$ cat config.mk
export PLATFORM = sky130hd
export DESIGN_NAME = clkdiv_multi
export DESIGN_NICKNAME = d
export VERILOG_FILES = /design/src/rtl/clkdiv_pkg.sv /design/src/rtl/clkdiv_chan.sv /design/src/rtl/clkdiv_multi.sv
export SDC_FILE = /design/constraint.sdc
export NUM_CORES = 1
export LEC_CHECK = 0
export BUFFER_PORTS_ARGS = -buffer_cell sky130_fd_sc_hd__buf_2
export CORE_ASPECT_RATIO = 1.25
export CORE_UTILIZATION = 48
export DETAILED_ROUTE_END_ITERATION = 16
export SYNTH_ARGS = -nofsm -noshare
export SYNTH_HDL_FRONTEND = slang
export SYNTH_SLANG_ARGS = --single-unit
$ cat constraint.sdc
create_clock -name clockin -period 2.9 [get_ports clockin]
set_input_delay 0.29 -clock clockin [delete_from_list [all_inputs] [get_ports clockin]]
set_output_delay 0.29 -clock clockin [all_outputs]
set_load 0.05 [all_outputs]
$ cat src/rtl/clkdiv_pkg.sv
// Shared constants and types for the multi-channel clock divider.
// Divisors are half-period lengths minus one, counted in board-clock cycles.
package clkdiv_pkg;

  localparam int unsigned BOARD_HZ    = 32'd50_000_000;
  localparam int unsigned DIV_W       = 32'd25;
  localparam int unsigned DEFAULT_DIV = 32'd2_500_000;

  typedef enum logic [1:0] {
    ACT_HOLD    = 2'd0,
    ACT_COUNT   = 2'd1,
    ACT_TERM    = 2'd2,
    ACT_RECOVER = 2'd3
  } chan_act_e;

  // Divisor producing out_hz on clockout; saturates for out-of-range requests.
  function automatic logic [DIV_W-1:0] half_period_div(input int unsigned out_hz);
    logic [DIV_W-1:0] res;
    if (out_hz == 32'd0) begin
      res = {DIV_W{1'b1}};
    end else if (out_hz >= (BOARD_HZ / 32'd2)) begin
      res = {DIV_W{1'b0}};
    end else begin
      res = DIV_W'((BOARD_HZ / (32'd2 * out_hz)) - 32'd1);
    end
    return res;
  endfunction

endpackage

$ cat src/rtl/clkdiv_chan.sv
// One divider channel: half-period counter, shadowed divisor, toggle and tick.
// A new divisor only takes effect at a terminal count, so no runt pulses occur.
module clkdiv_chan #(
  parameter int unsigned W           = 32'd25,
  parameter int unsigned DEFAULT_DIV = 32'd2_500_000
) (
  input  logic         clockin,
  input  logic         reset,
  input  logic         enable,
  input  logic         wr,
  input  logic [W-1:0] wr_div,
  output logic         clockout,
  output logic         tick,
  output logic         pending
);
  import clkdiv_pkg::*;

  localparam logic [W-1:0] DIV_RST = W'(DEFAULT_DIV);

  logic [W-1:0] count;
  logic [W-1:0] div;
  logic [W-1:0] shadow;
  logic [W-1:0] eff_div;
  chan_act_e    act;

  // Classify what this edge does to the counter.
  always_comb begin
    act = ACT_HOLD;
    if (!enable) begin
      act = ACT_HOLD;
    end else if (count < div) begin
      act = ACT_COUNT;
    end else if (count == div) begin
      act = ACT_TERM;
    end else begin
      act = ACT_RECOVER;
    end
  end

  // A same-edge write beats the shadow, which beats the current divisor.
  always_comb begin
    eff_div = div;
    if (wr) begin
      eff_div = wr_div;
    end else if (pending) begin
      eff_div = shadow;
    end else begin
      eff_div = div;
    end
  end

  // Counter, divisor and output registers.
  always_ff @(posedge clockin) begin
    if (reset) begin
      count    <= {W{1'b0}};
      div      <= DIV_RST;
      shadow   <= DIV_RST;
      pending  <= 1'b0;
      clockout <= 1'b0;
      tick     <= 1'b0;
    end else begin
      case (act)
        ACT_COUNT: begin
          count <= count + {{(W-1){1'b0}}, 1'b1};
          tick  <= 1'b0;
        end
        ACT_TERM: begin
          count    <= {W{1'b0}};
          clockout <= ~clockout;
          tick     <= 1'b1;
          div      <= eff_div;
        end
        ACT_RECOVER: begin
          count <= {W{1'b0}};
          tick  <= 1'b0;
        end
        default: begin
          tick <= 1'b0;
        end
      endcase

      // A write landing on the terminal edge is consumed immediately.
      if (wr) begin
        shadow  <= wr_div;
        pending <= (act != ACT_TERM);
      end else if (act == ACT_TERM) begin
        pending <= 1'b0;
      end else begin
        pending <= pending;
      end
    end
  end

endmodule

$ cat src/rtl/clkdiv_multi.sv
// N independent programmable clock dividers sharing one divisor write port.
// Writes addressed beyond the last channel match no strobe and are dropped.
module clkdiv_multi #(
  parameter  int unsigned N           = 32'd4,
  parameter  int unsigned W           = clkdiv_pkg::DIV_W,
  parameter  int unsigned DEFAULT_DIV = clkdiv_pkg::DEFAULT_DIV,
  localparam int unsigned CW          = (N > 32'd1) ? $clog2(N) : 32'd1
) (
  input  logic          clockin,
  input  logic          reset,
  input  logic [N-1:0]  enable,
  input  logic          load,
  input  logic [CW-1:0] load_ch,
  input  logic [W-1:0]  load_div,
  output logic [N-1:0]  clockout,
  output logic [N-1:0]  tick,
  output logic [N-1:0]  pending
);
  import clkdiv_pkg::*;

  logic [N-1:0] wr;

  // Decode the shared write port into one strobe per channel.
  always_comb begin
    wr = {N{1'b0}};
    for (int i = 0; i < int'(N); i++) begin
      wr[i] = load && (load_ch == CW'(i));
    end
  end

  for (genvar i = 0; i < int'(N); i++) begin : g_chan
    clkdiv_chan #(
      .W           (W),
      .DEFAULT_DIV (DEFAULT_DIV)
    ) u_chan (
      .clockin  (clockin),
      .reset    (reset),
      .enable   (enable[i]),
      .wr       (wr[i]),
      .wr_div   (load_div),
      .clockout (clockout[i]),
      .tick     (tick[i]),
      .pending  (pending[i])
    );
  end

endmodule

==> results of run 1 <==
synthesized netlist by cell type, types with 5 or more instances:
master      n
mux2_2     14
o21ai_1     8
inv_1     111
xor2_1     49
nand2_1   355
nor3b_1     8
and3_1     24
xnor2_1    26
nor3_1     69
a211oi_1    5
nor2b_1     7
buf_2      20
nor2_1    120
clkbuf_1   60
buf_4      14
nand2b_1   24
a21oi_1   116
o31ai_1    24
ha_1      104
o21ai_0    45
nand4_1    53
and4_1      8
o31ai_2     8
and2_1      9
nand3_1    90
a21o_1     21
a31oi_1    14
dfxtp_1   312
metrics by stage:
stage	instance area, um^2	hold slack (ps)	worst slack, ps	util (%)
2_1_floorplan	14800	430	570	-
3_5_place_dp	15300	451	190	50.7
4_1_cts	16400	79.2	179	54.4
6_report	16400	88.8	346	54.4
3_3_place_gp	15300	445	307	50.7
5_1_grt	16400	83.4	66.4	54.4
registers in the layout (all words and copies together) (netlist names):
register,flops
g_chan.u_chan.clockout,4
g_chan.u_chan.count,100
g_chan.u_chan.div,100
g_chan.u_chan.pending,4
g_chan.u_chan.shadow,100
g_chan.u_chan.tick,4
layout make-up:
cell class                 count  area share [%]
multi-input combinational   1263            46.7
sequential                   312            38.0
clock buffer                  46            5.82
tap                          401            3.05
timing repair buffer          72            2.95
inverter                     111            2.54
clock inverter                11           0.906
cell families (layout without fill, tap and decap cells):
logic type               Yosys count  count (layout)  synth area share [%]
XOR/XNOR                          75              75                  4.44
AO/OA/AOI/OAI                    273             273                  12.1
flip-flops                       312             312                  42.2
AND/OR/NAND/NOR                  794             794                  25.0
multiplexers                      17              17                  1.37
adder cells (fa/ha/maj)          104             104                  8.80
buffers and inverters            210             240                  6.08
power breakdown:
group	switching (mW)	internal, mW	total (mW)
clock network	1.77	2.58	4.35
registers	0.0274	4.35	4.38
logic	0.278	0.105	0.383
total	2.08	7.04	9.12
routing by layer:
layer | up-vias | share of wire (%) | global-route usage, %
met5 | - | 0 | 0
met4 | 0 | 2.8 | 8.16
met3 | 55 | 3.0 | 3.29
met2 | 138 | 47 | 38.7
met1 | 5432 | 47 | 28.8
li1 | 6056 | - | -
critical path: stages, from the launching register on:
cell	delay [ps]
dfxtp_1	350
ha_1	320
nand4_1	170
nor4_2	340
nand2_1	190
o211ai_2	300
a21o_1	620
nor2_1	120
worst max path at each step:
stage	from	to	slack (ps)	cells after the start
after global routing	g_chan[3].u_chan.div[20]	g_chan[3].u_chan.count[24]	70	8
final	g_chan[3].u_chan.count[20]	g_chan[3].u_chan.count[20]	350	7
after global placement	g_chan[3].u_chan.div[10]	g_chan[3].u_chan.count[18]	310	8
after CTS	g_chan[3].u_chan.div[10]	g_chan[3].u_chan.count[20]	180	8
after detailed placement	g_chan[3].u_chan.div[10]	g_chan[3].u_chan.count[20]	190	8
after floorplan	g_chan[3].u_chan.div[23]	g_chan[3].u_chan.div[17]	570	8
repair_timing:
action / in CTS / in global routing
hold buffers: 0 / 0
resized for setup: 0 / 0
setup buffers: 0 / 1
endpoints found under the hold margin: 0 / 0
setup endpoints to repair: 0 / 22
==> flow_metrics.tcl, run 1 <==
set metrics [dict create \
    grt_max_degree 76 \
    synthTopCellsByArea "dfxtp_1, nand2_1, ha_1" \
    drc 0 \
    clk_pin_slew_ps 60 \
    maxSlewViolCount 0 \
    power_density_nw_per_um2 555 \
    rrSetupSlack_ps 350 \
    first_pass_iters 4 \
    irDropWorstVdd_mv 0.418 \
    min_period_ps 2550 \
    rows 71 \
    grt_usage_pct 22.6 \
    syn_to_final_growth_pct 11.1 \
    hold_path_end "g_chan[1].u_chan.shadow[6]" \
    cts_buffer_depth 3 \
    synth_cell_types 75 \
    syn_avg_cell_area_um2 8.28 \
    layout.nets 1932 \
    vias_per_cell 5.27 \
    finalPower_mw 9.12 \
    die_h_um 198 \
    synth-edff-count 0 \
    sequential_cell_area_um2 6250 \
    io_pins 46 \
    overflow 0 \
    run_status "finished clean" \
    grt_setup_unrepaired "no" \
    hp-class "input port to register" \
    critPathMaxFanout 22 \
    dieWidth_um 159 \
    syn-cell-area_um2 14800 \
    timing.fmax_mhz 392 \
    wirelength_um 35000 \
    p_leak_nw 6.79 \
    cts_root_buf "clkbuf_16" \
    layout_commonest_cell "nand2_1" \
    fin_skew_ps 30.9 \
    r2r-start "g_chan[3].u_chan.count[20]" \
    drive_above_1_share_pct 9.81 \
    setup_tns_ps 0 \
    grt_pass1_wl_um 57700 \
    required_ps 3300 \
    cp-end-kind "register" \
    hold_viol_final 0 \
    finalSetupViolCount 0 \
    whs_path_depth 3 \
    async_flop_share_pct 0 \
    wl_per_cell_um 15.8 \
    cts_buffers 34 \
    maxCapViolations 0 \
    cts_tree "yes" \
    yosysTopAreaCellShare_pct 42.2 \
    hpwl_um 24600 \
    grt_antenna_before_repair 0 \
    cp.arrival_ps 2950 \
    ys_warn_count 0 \
    synth-seq-cells 312 \
    synth_nets 1923 \
    ant_nets 0 \
    place_congestion 0.799 \
    grt_pass1_vias 11200 \
    floorplan.initialDensity_pct 49.0 \
    dp.cells 2158 \
    finalCritPeriodShare_pct 88.1 \
    ys_seq_area_share_pct 42.2 \
    htreeDepth 2 \
    dieArea_um2 31500 \
    tightest_slew_ps 873 \
    multi_input_area_um2 7670 \
    layout_common_cells "nand2_1, dfxtp_1, nor2_1, a21oi_1, inv_1" \
    min_from "load_div[6]" \
    antenna_cells 0 \
    crit_type "register to register" \
    drt_iter0_drc 666 \
    worstSetupStartpointType "register" \
    port_buffers 45 \
    synth_area_leader_cell "dfxtp_1" \
    vias 11700 \
    fin_cells 2216 \
    fillers 2836 \
    max_slew_margin_pct 41.8 \
    core_area_um2 30200 \
    ys.flop_type "dfxtp_1" \
    reg2reg_to "g_chan[3].u_chan.count[20]" \
    cts.sinks 312 \
    postSynthCellCount 1785 \
    r2r_cells 7 \
    insertion_delay_ps 550 \
]
No activity file was read; power rests on OpenSTA's default activity.
==> run 2, diff against run 1 <==
--- a/config.mk
+++ b/config.mk
@@ -7,7 +7,7 @@
 export LEC_CHECK = 0
 export BUFFER_PORTS_ARGS = -buffer_cell sky130_fd_sc_hd__buf_2
 export CORE_ASPECT_RATIO = 1.25
-export CORE_UTILIZATION = 48
+export CORE_UTILIZATION = 35
 export DETAILED_ROUTE_END_ITERATION = 16
 export SYNTH_ARGS = -nofsm -noshare
 export SYNTH_HDL_FRONTEND = slang
==> flow_metrics.tcl, run 2 (same netlist as run 1, synthesis figures left out) <==
set metrics [dict create \
    wl_per_cell_um 15.0 \
    cts_tree "yes" \
    vias_per_cell 4.96 \
    dieWidth_um 186 \
    grt_setup_unrepaired "no" \
    cts.sinks 312 \
    vias 11700 \
    ant_nets 0 \
    crit_chain "ha_1 > a21oi_1 > o21ai_0 > a2111oi_2 > o211ai_2 > a21o_1 > nor2_1" \
    grt_antenna_before_repair 0 \
    antenna_cells 0 \
    htreeDepth 1 \
    fillers 4192 \
    layout_common_cells "nand2_1, dfxtp_1, nor2_1, a21oi_1, inv_1" \
    grt_max_degree 68 \
    layout.nets 1926 \
    ctsResizeCount 0 \
    critPathTopFamily "compound AO/OA/AOI/OAI gates" \
    critPathMaxFanout 22 \
    finalCritPeriodShare_pct 91.1 \
    maxSlewViolCount 0 \
    io_pins 46 \
    cts_buffer_depth 3 \
    cts_buffers 31 \
    crit_path_max_incr_delay_ps 710 \
    maxCapViolations 0 \
    reg.largest.list "g_chan.u_chan.count: 100 flops, g_chan.u_chan.div: 100 flops, g_chan.u_chan.shadow: 100 flops" \
    tightest_slew_ps 777 \
    rrSetupSlack_ps 260 \
    die_h_um 232 \
    grt_pass1_vias 11300 \
    power_density_nw_per_um2 534 \
    drc 0 \
    fin_skew_ps 8.27 \
    core_area_um2 41300 \
    drive_above_1_share_pct 9.78 \
    rows 83 \
    critPathBufInv 0 \
    hold_viol_final 0 \
    holdWs_ps 50.4 \
    clk_pin_slew_ps 60 \
    insertion_delay_ps 570 \
    run_status "finished clean" \
    crit_type "register to register" \
    dieArea_um2 43100 \
    setup_tns_ps 0 \
    cp.arrival_ps 3150 \
    syn_to_final_growth_pct 11.6 \
    multi_input_area_um2 7670 \
    first_pass_iters 4 \
    min_period_ps 2640 \
    cp-end-kind "register" \
    finalSetupViolCount 0 \
    hp-class "input port to register" \
    timing.fmax_mhz 378 \
    required_ps 3400 \
    hpwl_um 25300 \
    grt_pass1_wl_um 58100 \
    cp_slowest_cell "a2111oi_2" \
    drt_iter0_drc 598 \
    floorplan.initialDensity_pct 35.8 \
    layout_commonest_cell "nand2_1" \
    place_congestion 0.840 \
    port_buffers 45 \
    postPlaceCellArea_um2 15500 \
    sequential_cell_area_um2 6250 \
    grt_usage_pct 16.7 \
    overflow 0 \
    worstSetupStartpointType "register" \
    irDropWorstVdd_mv 0.401 \
    wirelength_um 35500 \
    max_slew_margin_pct 48.2 \
    stdcell_area_um2 16500 \
    p_leak_nw 6.73 \
    cts_root_buf "clkbuf_16" \
]
==> run 2: cell count changes in the layout (fill, tap and decap cells not counted), sizes merged <==
cell / delta
clkinv: +7
inv: -2
buf: -3
clkinvlp: +2
clkbuf: -9
==> run 2: where the power goes <==
part | switching, mW | leakage, nW | internal, mW
sequential | 0.0271 | 2.53 | 4.35
combinational | 0.279 | 3.69 | 0.106
clock | 1.73 | 0.507 | 2.32
total | 2.04 | 6.73 | 6.78
==> run 2: path summary, 6_finish.rpt <==
kind                                                start                         end  cells after the start
worst max-delay path            g_chan[3].u_chan.count[4]  g_chan[3].u_chan.count[10]                      7
worst max register to register  g_chan[3].u_chan.count[4]  g_chan[3].u_chan.count[10]                      7
worst min register to register   g_chan[1].u_chan.div[22]    g_chan[1].u_chan.div[22]                      2
worst min-delay path                          load_div[6]  g_chan[1].u_chan.shadow[6]                      3
==> run 2: metrics by stage <==
step	std cells	util [%]	power, mW	setup slack (ps)
floorplan	1785	-	4.71	570
global placement	2306	37.4	4.85	302
detailed placement	2306	37.4	4.86	234
CTS	2361	39.9	8.92	219
global route	2362	39.9	9.12	68.6
finish	2362	39.9	8.81	257
==> run 2: worst min-delay path: cells and delay by family <==
family / cells / cell delay (ps)
buf+inv: 1 / 140
compound gates: 1 / 70
simple gates: 1 / 60
==> run 2: repair_timing <==
item                       CTS  global route
hold buffers                 0             0
setup buffers                0             1
setup endpoints to repair    0             1
==> run 2: layout make-up <==
type	count	share of cell area [%]
repair buffers	69	2.72
clock inverters	18	1.10
flip-flops and latches	312	37.9
well taps	552	4.19
inverters	111	2.53
multi-input cells	1263	46.5
clock buffers	37	5.08
==> run 2: routing by layer <==
layer  GRT usage [%]  routed length [um]
met5               0                   0
met4            7.02                1320
met3            1.80                1080
met2            28.6               16800
met1            21.1               16300
